File: config.mk
export PLATFORM = sky130hd
export DESIGN_NAME = m_phy_rx_sm
export DESIGN_NICKNAME = d
export VERILOG_FILES = /design/src/rtl/m_phy_rx_sm.sv
export SDC_FILE = /design/constraint.sdc
export NUM_CORES = 1
export LEC_CHECK = 0
export CAP_MARGIN = 0
export CORE_MARGIN = 10
export CORE_UTILIZATION = 35
export CTS_BUF_LIST = sky130_fd_sc_hd__clkbuf_2
export CTS_CLUSTER_SIZE = 28
export DETAILED_ROUTE_END_ITERATION = 6
export PLACE_DENSITY_LB_ADDON = 0.12
export SLEW_MARGIN = 20
export SYNTH_ARGS = -nofsm -noshare
export SYNTH_HDL_FRONTEND = slang
export SYNTH_SLANG_ARGS = --single-unit
File: constraint.sdc
create_clock -name clk -period 2.9 [get_ports clk]
set_clock_uncertainty 0.15 [all_clocks]
set_input_delay 0.29 -clock clk [delete_from_list [all_inputs] [get_ports clk]]
set_output_delay 0.29 -clock clk [all_outputs]
set_load 0.1 [all_outputs]
File: src/rtl/m_phy_rx_sm.sv
// Type-1 M-PHY receive-side link state machine: tracks the remote TX line state
// and reports receiver mode, burst entry and line-reset detection.
module m_phy_rx_sm #(
    parameter int unsigned RESET_COMPLETION = 16,
    parameter int unsigned T_ACTIVATE       = 16,
    parameter int unsigned T_PWM_PREPARE    = 16,
    parameter int unsigned T_HS_PREPARE     = 16,
    parameter int unsigned T_LINE_RESET     = 64
) (
    input  logic       clk,
    input  logic       reset,
    input  logic       power_on,
    input  logic       phy_reset,
    input  logic       sap_reset,
    input  logic       rct,
    input  logic [1:0] line_state,
    input  logic       pwm_eob,
    input  logic       hs_eob,
    input  logic       cfg_req,
    input  logic       cfg_done,
    input  logic       cfg_hs,
    output logic [1:0] phy_state,
    output logic       busy,
    output logic       burst_start,
    output logic       line_reset_det
);

    localparam int unsigned CW = 32;

    localparam logic [CW-1:0] RC_LAST  = CW'(RESET_COMPLETION - 1);
    localparam logic [CW-1:0] ACT_LAST = CW'(T_ACTIVATE - 1);
    localparam logic [CW-1:0] PWM_LAST = CW'(T_PWM_PREPARE - 1);
    localparam logic [CW-1:0] HS_LAST  = CW'(T_HS_PREPARE - 1);
    localparam logic [CW-1:0] LR_LAST  = CW'(T_LINE_RESET - 1);

    typedef enum logic [3:0] {
        S_UNPOWERED  = 4'd0,
        S_DISABLED   = 4'd1,
        S_HIBERN8    = 4'd2,
        S_SLEEP      = 4'd3,
        S_PWM_BURST  = 4'd4,
        S_LINE_CFG   = 4'd5,
        S_STALL      = 4'd6,
        S_HS_BURST   = 4'd7,
        S_LINE_RESET = 4'd8
    } state_t;

    state_t        state;
    logic [CW-1:0] count;
    logic [CW-1:0] lr_count;

    logic dif_n;
    logic dif_p;
    logic lr_hit;

    assign dif_n  = (line_state == 2'd0);
    assign dif_p  = (line_state == 2'd1);
    assign lr_hit = dif_p && (lr_count >= LR_LAST) && (state != S_LINE_RESET);

    function automatic logic [1:0] mode_of(input state_t s);
        case (s)
            S_PWM_BURST: mode_of = 2'b01;
            S_LINE_CFG:  mode_of = 2'b10;
            S_HS_BURST:  mode_of = 2'b11;
            default:     mode_of = 2'b00;
        endcase
    endfunction

    function automatic logic busy_of(input state_t s);
        busy_of = (s == S_DISABLED) || (s == S_LINE_RESET) || (s == S_PWM_BURST) ||
                  (s == S_HS_BURST) || (s == S_LINE_CFG);
    endfunction

    // count stays cleared unless a branch below extends the current phase
    always_ff @(posedge clk) begin
        if (reset) begin
            state          <= S_UNPOWERED;
            count          <= '0;
            lr_count       <= '0;
            phy_state      <= 2'b00;
            busy           <= 1'b0;
            burst_start    <= 1'b0;
            line_reset_det <= 1'b0;
        end else begin
            phy_state      <= mode_of(state);
            busy           <= busy_of(state);
            burst_start    <= 1'b0;
            line_reset_det <= 1'b0;
            count          <= '0;

            if ((state == S_UNPOWERED) || (state == S_DISABLED) || !dif_p) begin
                lr_count <= '0;
            end else if (lr_count < LR_LAST) begin
                lr_count <= lr_count + CW'(1);
            end

            if (phy_reset) begin
                state <= S_DISABLED;
            end else if (sap_reset) begin
                state <= S_LINE_RESET;
            end else if (lr_hit) begin
                state          <= S_LINE_RESET;
                line_reset_det <= 1'b1;
            end else begin
                case (state)
                    S_UNPOWERED: if (power_on) state <= S_DISABLED;
                    S_DISABLED: begin
                        if (count == RC_LAST) state <= S_HIBERN8;
                        else                  count <= count + CW'(1);
                    end
                    S_HIBERN8: begin
                        if (dif_n) begin
                            if (count >= ACT_LAST) state <= S_SLEEP;
                            else                   count <= count + CW'(1);
                        end
                    end
                    S_SLEEP: begin
                        if (rct) begin
                            state <= S_HIBERN8;
                        end else if (dif_p) begin
                            if (count >= PWM_LAST) begin
                                state       <= S_PWM_BURST;
                                burst_start <= 1'b1;
                            end else begin
                                count <= count + CW'(1);
                            end
                        end
                    end
                    S_STALL: begin
                        if (rct) begin
                            state <= S_HIBERN8;
                        end else if (dif_p) begin
                            if (count >= HS_LAST) begin
                                state       <= S_HS_BURST;
                                burst_start <= 1'b1;
                            end else begin
                                count <= count + CW'(1);
                            end
                        end
                    end
                    S_PWM_BURST: begin
                        if (pwm_eob)      state <= S_SLEEP;
                        else if (cfg_req) state <= S_LINE_CFG;
                    end
                    S_HS_BURST: begin
                        if (hs_eob)       state <= S_STALL;
                        else if (cfg_req) state <= S_LINE_CFG;
                    end
                    S_LINE_CFG: begin
                        if (rct)           state <= S_HIBERN8;
                        else if (cfg_done) state <= cfg_hs ? S_STALL : S_SLEEP;
                    end
                    S_LINE_RESET: if (dif_n) state <= S_SLEEP;
                    default: state <= S_UNPOWERED;
                endcase
            end
        end
    end

endmodule

; Word-level counts from Yosys, hierarchy flattened
; Index checks and enable logic that the tools add are counted.
[word_totals]
register_bits = 73
latch_bits = 0
mem_bits_rw = 0
mem_bits_ro = 0
output_inout_bits = 5
word_cells = 107
memories = 0
[classes]
addsub = 2
n_mul = 0
n_div = 0
order_cmp = 3
eq_ne = 41
shifts = 0
n_mux = 30
bitwise_logic = 2
n_reduce_logical = 20
[ops]
columns = cell, n
row1 = $mux 32, 5
row2 = $pmux 32 s3, 1
row3 = $mux 4, 18
row4 = $add 32x1->32 const B, 2
row5 = $ne 5x5->1 const B, 9
row6 = $pmux 4 s9, 1
row7 = $eq 32x4->1 const B, 1
row8 = $ge 32x4->1 const B, 1
row9 = $ge 32x6->1 const B, 1
row10 = $lt 32x6->1 const B, 1
row11 = $ne 6x6->1 const B, 5
row12 = $reduce_and 10->1, 3
row13 = $ne 4x4->1 const B, 5
row14 = $eq 4x3->1 const B, 4
row15 = $ne 3x3->1 const B, 5
row16 = $eq 4x2->1 const B, 2
row17 = $ne 2x2->1 const B, 4
row18 = $reduce_or 7->1, 1
row19 = $logic_or 1x1->1, 6
row20 = $pmux 2 s3, 1
row21 = $reduce_or 2->1, 3
row22 = $ne 5x4->1 const B, 1
row23 = $eq 4x1->1 const B, 1
row24 = $eq 4x4->1 const B, 1
row25 = other kinds (12), 16

; Logic depth before layout (Yosys ltp)
; Gate-level depths: netlist of the first run.
[logic_depth]
word_depth = 8
depth_mapped = 9

; Worst setup path after synthesis of the first run
; No wires, ideal clock.
[synth_timing]
path_kind = register to register
from = register lr_count[0]
to = register count[9]
setup_time_ns = 0.063
arrival_ns = 2.101
path_slack_ns = 0.586
stages_incl_launch_ff = 9
n_path_buf = 2
period_less_slack_ns = 2.314
path_cell_list = dfxtp_1 ha_1 and3_2 a311oi_4 o21ai_2 or3b_1 buf_6 buf_12 nor2_4
[synth_between]
elab_chain_cells = 4
[synth_rtl]
columns = item, line_no
row1 = start: declaration, 50  ; logic [CW-1:0] lr_count;
row2 = start signal: assignment, 94  ; lr_count <= lr_count + CW'(1);
row3 = $ge 32x6->1, 58  ; assign lr_hit = dif_p && (lr_count >= LR_LAST) && (state != S_LINE_RESET);
row4 = $logic_and 1x1->1 (2 in a row), 58
row5 = $reduce_or 4->1 (no source line), n/a
row6 = end signal: assignment, 109  ; else count <= count + CW'(1);
row7 = end signal: assignment, 114  ; else count <= count + CW'(1);
row8 = end signal: assignment, 125  ; count <= count + CW'(1);
row9 = end: declaration, 49  ; logic [CW-1:0] count;
; Every way passes these cells.
; A chain may end at the register's enable or synchronous reset.

; Final worst setup path of the first run
[layout_timing]
from = register count[22]
to = register state[0]
[layout_between]
elab_chain_cells = 3
word_cells_on_any_way = 7
[layout_rtl]
columns = item, line_no
row1 = $ge 32x4->1 / $eq 32x4->1 (equally long branches), n/a
row2 = $ne 6x6->1 (no source line) (tied with other cells), n/a
row3 = $reduce_and 10->1 (no source line) *, n/a
row4 = end signal: assignment, 151  ; else if (cfg_done) state <= cfg_hs ? S_STALL : S_SLEEP;
row5 = end: declaration, 48  ; state_t state;
; Mark *: on every way between the ends. The rest lies on a longest branch, timed or not.

==> run_results.csv, run 1 <==
group,metric,value,unit
outcome,status,"finished clean",
floorplanning,die_y,119,um
timing,tns,0,ns
run,maxCapViolations,0,
setup_path,critPathLaunch,"count[22]",
timing,period_minus_slack,2.53,ns
logic_synthesis,synthDistinctLibCells,56,
logic_synthesis,synth_flop_cell,"dfxtp_1",
setup_path,critPathKind,"reg2reg",
logic_synthesis,synth_edf_count,0,
cells_and_area,drive_gt1_share,19.6,%
place,hpwlAfterDp,4480,um
cells_and_area,layout_commonest_cell,"dfxtp_1",
floorplanning,chipWidth,119,um
detailed_routing,routedWlPerCell,12.4,um
worst_hold_path,hold_path_depth,2,
logic_synthesis,synth_top_area_share,42.6,%
floorplanning,io_pins,18,
clock_tree,clk_pin_slew_worst_paths,0.22,ns
grt,grt-busiest-layer,"met2",
setup_path,regToRegStartpoint,"count[22]",
detailed_routing,drc,0,
timing,max_freq,0.395,GHz
logic_synthesis,netlist_instances,349,
floorplanning,fp-row-count,36,
detailed_routing,vias_per_cell,4.62,
cells_and_area,layout.cells.non_filler,505,
grt,met1_usage,12.0,%
cells_and_area,syn_to_final_growth,11.2,%
setup_path,startpoint_type,"flop",
power,p_per_area,470,nW/um2
setup_path,arrival,2.85,ns
logic_synthesis,synth_top_area_cell,"dfxtp_1",
setup_path,endpoint_kind,"flop",
logic_synthesis,syn_nets,364,
setup_path,crit_fanout,5,
place,portBuffers,17,
floorplanning,die-area,14200,um2
power,p_leak,0.00129,uW
clock_tree,cts_buffers,9,
logic_synthesis,syn_avg_cell_area,9.82,um2
clock_tree,cts_hold_buf,0,
timing,slew_headroom,56.6,%
logic_synthesis,ys_seq_area_share,42.6,%
detailed_routing,ant_nets,0,
power,sw_frac_of_total,24.5,%
clock_tree,tritoncts,"yes",
cells_and_area,fin_nets,383,
clock_tree,htreeDepth,3,
setup_path,cp.required,3.22,ns
floorplanning,start_util,35.6,%
clock_tree,cts_setup_buffers,0,
clock_tree,clock-sinks,73,
grt,grt-ovfl-total,0,
setup_path,rrSetupSlack,0.37,ns
grt,met3_usage,3.35,%
timing,hold_viol,0,
detailed_routing,first_iter_violations,77,
place,gp_congestion,0.761,
cells_and_area,most-common-layout-cells,"73 x dfxtp_1, 28 x and2_1, 28 x nor2_4",
power,p_int,1350,uW
place,dp.cells,490,
detailed_routing,drtPass1Iterations,4,
clock_tree,post_cts_resized,0,
worst_hold_path,worstHoldPathType,"in2reg",
timing,period_share,87.3,%
floorplanning,core-area,9640,um2
clock_tree,root_buffer,"clkbuf_2",
timing,finalWorstSetupSlack,0.367,ns
grt,grt_pass1_wl,10900,um
power,p_total,1790,uW
grt,antenna_found_initial,0,
power,p_comb_share,7.2,%
power,ir_drop,0.201,mV
setup_path,r2r_cells,6,
logic_synthesis,synth_area_leaders,"dfxtp_1 43%, nor2_4 9.2%, xor2_1 5.6%",
place,pre_cts_ws,0.275,ns
worst_hold_path,holdCritStartpoint,"phy_reset",
logic_synthesis,ys_ff_latch,73,
clock_tree,cts_buffer_depth,2,
logic_synthesis,synth.cell_area,3430,um2
timing,worst_pin_slew,0.635,ns
logic_synthesis,ys_async_sr_fraction,0,%
power,switchingPower,438,uW
power,clock_power_share,35.7,%
timing,maxSlewViolCount,0,
power,p_seq_share,57.1,%
timing,setup_violations,0,
detailed_routing,vias,2333,
grt,grtUsageMet2,13.6,%
logic_synthesis,yosysWarningCount,0,
grt,grt_max_degree,33,
worst_hold_path,worstHoldEndpoint,"state[3]",
detailed_routing,routed_wl,6240,um
grt,grt_use_total,9.30,%
clock_tree,clkLatencyLatePin,0.51,ns
setup_path,reg2reg_to,"state[0]",
grt,grt_pass1_vias,2279,
cells_and_area,n_antenna_cell,0,
timing,rsz0062_at_grt,"no",
==> critical path, stage by stage (launching register included) <==
cell and delay (ns):
dfxtp_1 0.37, nor4_1 0.37, nand4_1 0.29, or4_1 0.55, o2bb2ai_2 0.19, a2111oi_2 0.37, mux2i_1 0.22
==> worst max-delay path by stage <==
stage               end  slack, ns  cells past startpoint
2_1_floorplan  count[9]       0.59                      8
5_1_grt        state[0]       0.22                      6
4_1_cts        state[0]       0.33                      6
3_5_place_dp   count[4]       0.27                      7
6_report       state[0]       0.37                      6
3_3_place_gp   count[2]       0.27                      7
==> kinds of logic after synthesis <==
logic type      Yosys count  synth area share [%]
xor+xnor                 38                  9.71
fa+ha+maj                 3                  1.02
simple gates            186                  35.3
mux                       2                 0.584
buf+inv                  19                  4.31
compound gates           28                  6.42
flops                    73                  42.6
==> state kept, by name, summed over array words and instances (netlist names) <==
register / cells
state: 4
count: 32
phy_state: 2
lr_count: 32
burst_start: 1
line_reset_det: 1
busy: 1
==> Yosys cell counts (2+ instances only) <==
| library cell | count |
|---|---|
| dfxtp_1 | 73 |
| and2_1 | 28 |
| nor2_4 | 28 |
| nor2_1 | 26 |
| xor2_1 | 22 |
| nand2_1 | 19 |
| xnor2_1 | 16 |
| nand3_1 | 13 |
| nor3_1 | 12 |
| nor4_1 | 11 |
| a21oi_1 | 9 |
| and3_1 | 9 |
| nand4_1 | 8 |
| nand2b_1 | 6 |
| clkbuf_1 | 5 |
| inv_1 | 5 |
| o21ai_0 | 4 |
| and4_1 | 3 |
| buf_12 | 3 |
| nor4_2 | 3 |
| a211oi_1 | 2 |
| and3_2 | 2 |
| buf_2 | 2 |
| ha_1 | 2 |
| mux2i_1 | 2 |
| nor2_2 | 2 |
| o211ai_1 | 2 |
| or2b_2 | 2 |
| or3_1 | 2 |
| or3_2 | 2 |
==> power by group through the flow <==
stage               Sequential [uW]  Clock (uW)  Combinational (uW)
finish                         1020         640                 129
global route                   1030         706                 142
CTS                            1020         669                 130
detailed placement             1040           0                 130
global placement               1040           0                 130
floorplan                      1040           0                92.8
==> final cells by class <==
type	count	area, um2
clock buffer	10	50.0
clock inverter	5	81.3
tap	133	166
inverter	5	18.8
fill	1002	5830
timing repair buffer	22	208
multi-input combinational	257	1830
sequential	73	1460
==> routing by layer <==
layer	vias to the layer above	share of wire, %
met5	-	0
met4	0	1.5
met3	8	3.7
met2	29	42
met1	1052	52
li1	1244	-
==> through the flow <==
stage / utilization [%] / instance area (um2) / hold slack [ns]
after floorplan: - / 3430 / 0.219
after global placement: 38.2 / 3680 / 0.293
after detailed placement: 38.2 / 3680 / 0.296
after CTS: 39.6 / 3810 / 0.258
after global routing: 39.6 / 3810 / 0.246
final: 39.6 / 3810 / 0.323
No activity file was read; power rests on OpenSTA's default activity.
==> run 2, diff against run 1 <==
--- a/config.mk
+++ b/config.mk
@@ -12,6 +12,7 @@
 export CTS_CLUSTER_SIZE = 28
 export DETAILED_ROUTE_END_ITERATION = 6
 export PLACE_DENSITY_LB_ADDON = 0.12
+export SKIP_LAST_GASP = 1
 export SLEW_MARGIN = 20
 export SYNTH_ARGS = -nofsm -noshare
 export SYNTH_HDL_FRONTEND = slang
==> results of run 2 <==
Same layout as run 1: the final DEF is identical, and so are final timing and power.
==> run 3, diff against run 2 <==
--- a/config.mk
+++ b/config.mk
@@ -6,11 +6,13 @@
 export NUM_CORES = 1
 export LEC_CHECK = 0
 export CAP_MARGIN = 0
+export CORE_ASPECT_RATIO = 1.75
 export CORE_MARGIN = 10
 export CORE_UTILIZATION = 35
 export CTS_BUF_LIST = sky130_fd_sc_hd__clkbuf_2
 export CTS_CLUSTER_SIZE = 28
 export DETAILED_ROUTE_END_ITERATION = 6
+export GPL_TIMING_DRIVEN = 1
 export PLACE_DENSITY_LB_ADDON = 0.12
 export SKIP_LAST_GASP = 1
 export SLEW_MARGIN = 20
==> run 3 against run 2 <==
Hold slack gained 0.013 ns; routed wire length grew 9.7%; first-iteration DRC count grew 2.6%; global-route usage grew 1.2 points; critical path type unchanged.
==> run_results.csv, run 3 (synthesis results as in run 1) <==
group,metric,value,unit
outcome,status,"finished clean",
setup_path,reg2reg_to,"state[0]",
setup_path,startpoint_type,"flop",
setup_path,crit_fanout,5,
grt,met3_usage,3.37,%
timing,period_share,87.7,%
clock_tree,root_buffer,"clkbuf_2",
floorplanning,chipWidth,94.8,um
clock_tree,clkLatencyLatePin,0.52,ns
cells_and_area,multi_input_area,1830,um2
detailed_routing,vias_per_cell,4.81,
clock_tree,cts_buffer_depth,2,
clock_tree,tritoncts,"yes",
floorplanning,io_pins,18,
place,portBuffers,17,
cells_and_area,layout.cells.non_filler,499,
worst_hold_path,worstHoldEndpoint,"phy_state[0]",
setup_path,arrival,2.86,ns
floorplanning,start_util,36.0,%
setup_path,cp.required,3.21,ns
timing,tns,0,ns
detailed_routing,vias,2398,
timing,rsz0062_at_grt,"no",
grt,antenna_found_initial,1,
grt,grt-ovfl-total,0,
setup_path,rrSetupSlack,0.36,ns
power,p_per_area,473,nW/um2
place,hpwlAfterDp,5230,um
grt,grtUsageMet2,18.9,%
cells_and_area,fillers,998,
power,p_leak,0.00130,uW
cells_and_area,final-seq-area,1460,um2
timing,fin_hold_ws,0.336,ns
detailed_routing,drtPass1Iterations,4,
timing,slew_headroom,62.2,%
power,ir_drop,0.329,mV
cells_and_area,syn_to_final_growth,12.2,%
cells_and_area,layout_commonest_cell,"dfxtp_1",
detailed_routing,routed_wl,6850,um
clock_tree,post_cts_resized,0,
detailed_routing,routedWlPerCell,13.7,um
grt,grt_max_degree,27,
floorplanning,die-area,14300,um2
clock_tree,cts_setup_buffers,0,
grt,grt_pass1_vias,2473,
cells_and_area,post-route-util,40.4,%
clock_tree,cts_hold_buf,0,
run,maxCapViolations,0,
grt,grt-busiest-layer,"met2",
worst_hold_path,hold_path_depth,3,
grt,grt_pass1_wl,11700,um
cells_and_area,most-common-layout-cells,"73 x dfxtp_1, 28 x and2_1, 28 x nor2_4",
clock_tree,htreeDepth,3,
grt,met1_usage,10.3,%
detailed_routing,first_iter_violations,79,
setup_path,critPathKind,"reg2reg",
cells_and_area,drive_gt1_share,20.5,%
worst_hold_path,worstHoldPathType,"in2reg",
timing,hold_viol,0,
setup_path,regToRegStartpoint,"count[16]",
floorplanning,die_y,151,um
floorplanning,core-area,9530,um2
cells_and_area,fin_nets,386,
clock_tree,cts_buffers,9,
clock_tree,clock-sinks,73,
floorplanning,fp-row-count,47,
place,gp_congestion,0.757,
grt,grt_use_total,10.5,%
clock_tree,clk_pin_slew_worst_paths,0.20,ns
timing,setup_violations,0,
timing,worst_pin_slew,0.563,ns
setup_path,critPathLaunch,"count[16]",
cells_and_area,largestRegisters,"count: 32 flops, lr_count: 32 flops, state: 4 flops",
place,dp.cells,482,
timing,maxSlewViolCount,0,
detailed_routing,drc,0,
power,p_total,1820,uW
worst_hold_path,holdCritStartpoint,"reset",
detailed_routing,ant_nets,0,
setup_path,r2r_cells,6,
timing,period_minus_slack,2.54,ns
timing,max_freq,0.393,GHz
setup_path,endpoint_kind,"flop",
-- run 3: metrics by stage --
| stage | setup WS [ns] | cell area, um2 |
|---|---|---|
| 6_report | 0.357 | 3850 |
| 5_1_grt | 0.149 | 3850 |
| 4_1_cts | 0.299 | 3840 |
| 3_5_place_dp | 0.236 | 3700 |
| 3_3_place_gp | 0.255 | 3700 |
| 2_1_floorplan | 0.586 | 3430 |
-- run 3: power breakdown --
group | switching [uW] | internal, uW | leakage, uW
Sequential | 11.2 | 1010 | 0.000589
Combinational | 75.0 | 63.0 | 0.000642
Clock | 370 | 291 | 0.0000748
-- run 3: how the worst max path moves through the flow --
stage	endpoint	cells past startpoint	slack, ns
floorplan	count[9]	8	0.59
global placement	count[2]	7	0.25
detailed placement	count[31]	7	0.24
CTS	state[0]	6	0.30
global route	state[0]	6	0.15
finish	state[0]	6	0.36
-- run 3: area by class of cell --
class | instances | share of cell area (%)
Timing Repair Buffer | 25 | 6.31
Multi-Input combinational cell | 257 | 47.5
Inverter | 5 | 0.488
Clock inverter | 6 | 2.37
Antenna cell | 1 | 0.0651
Tap cell | 122 | 3.97
Clock buffer | 10 | 1.30
Sequential cell | 73 | 38.0
-- run 3: critical path, cell delays in order, from the launching register on --
cell	delay, ns
dfxtp_1	0.41
nor4_1	0.35
nand4_1	0.30
or4_1	0.56
o2bb2ai_2	0.19
a2111oi_2	0.34
mux2i_1	0.21
-- run 3: metal layers --
metal | vias up | part of all wire [%]
met5 | - | 0
met4 | 0 | 2.7
met3 | 14 | 4.1
met2 | 38 | 54
met1 | 1099 | 40
li1 | 1247 | -
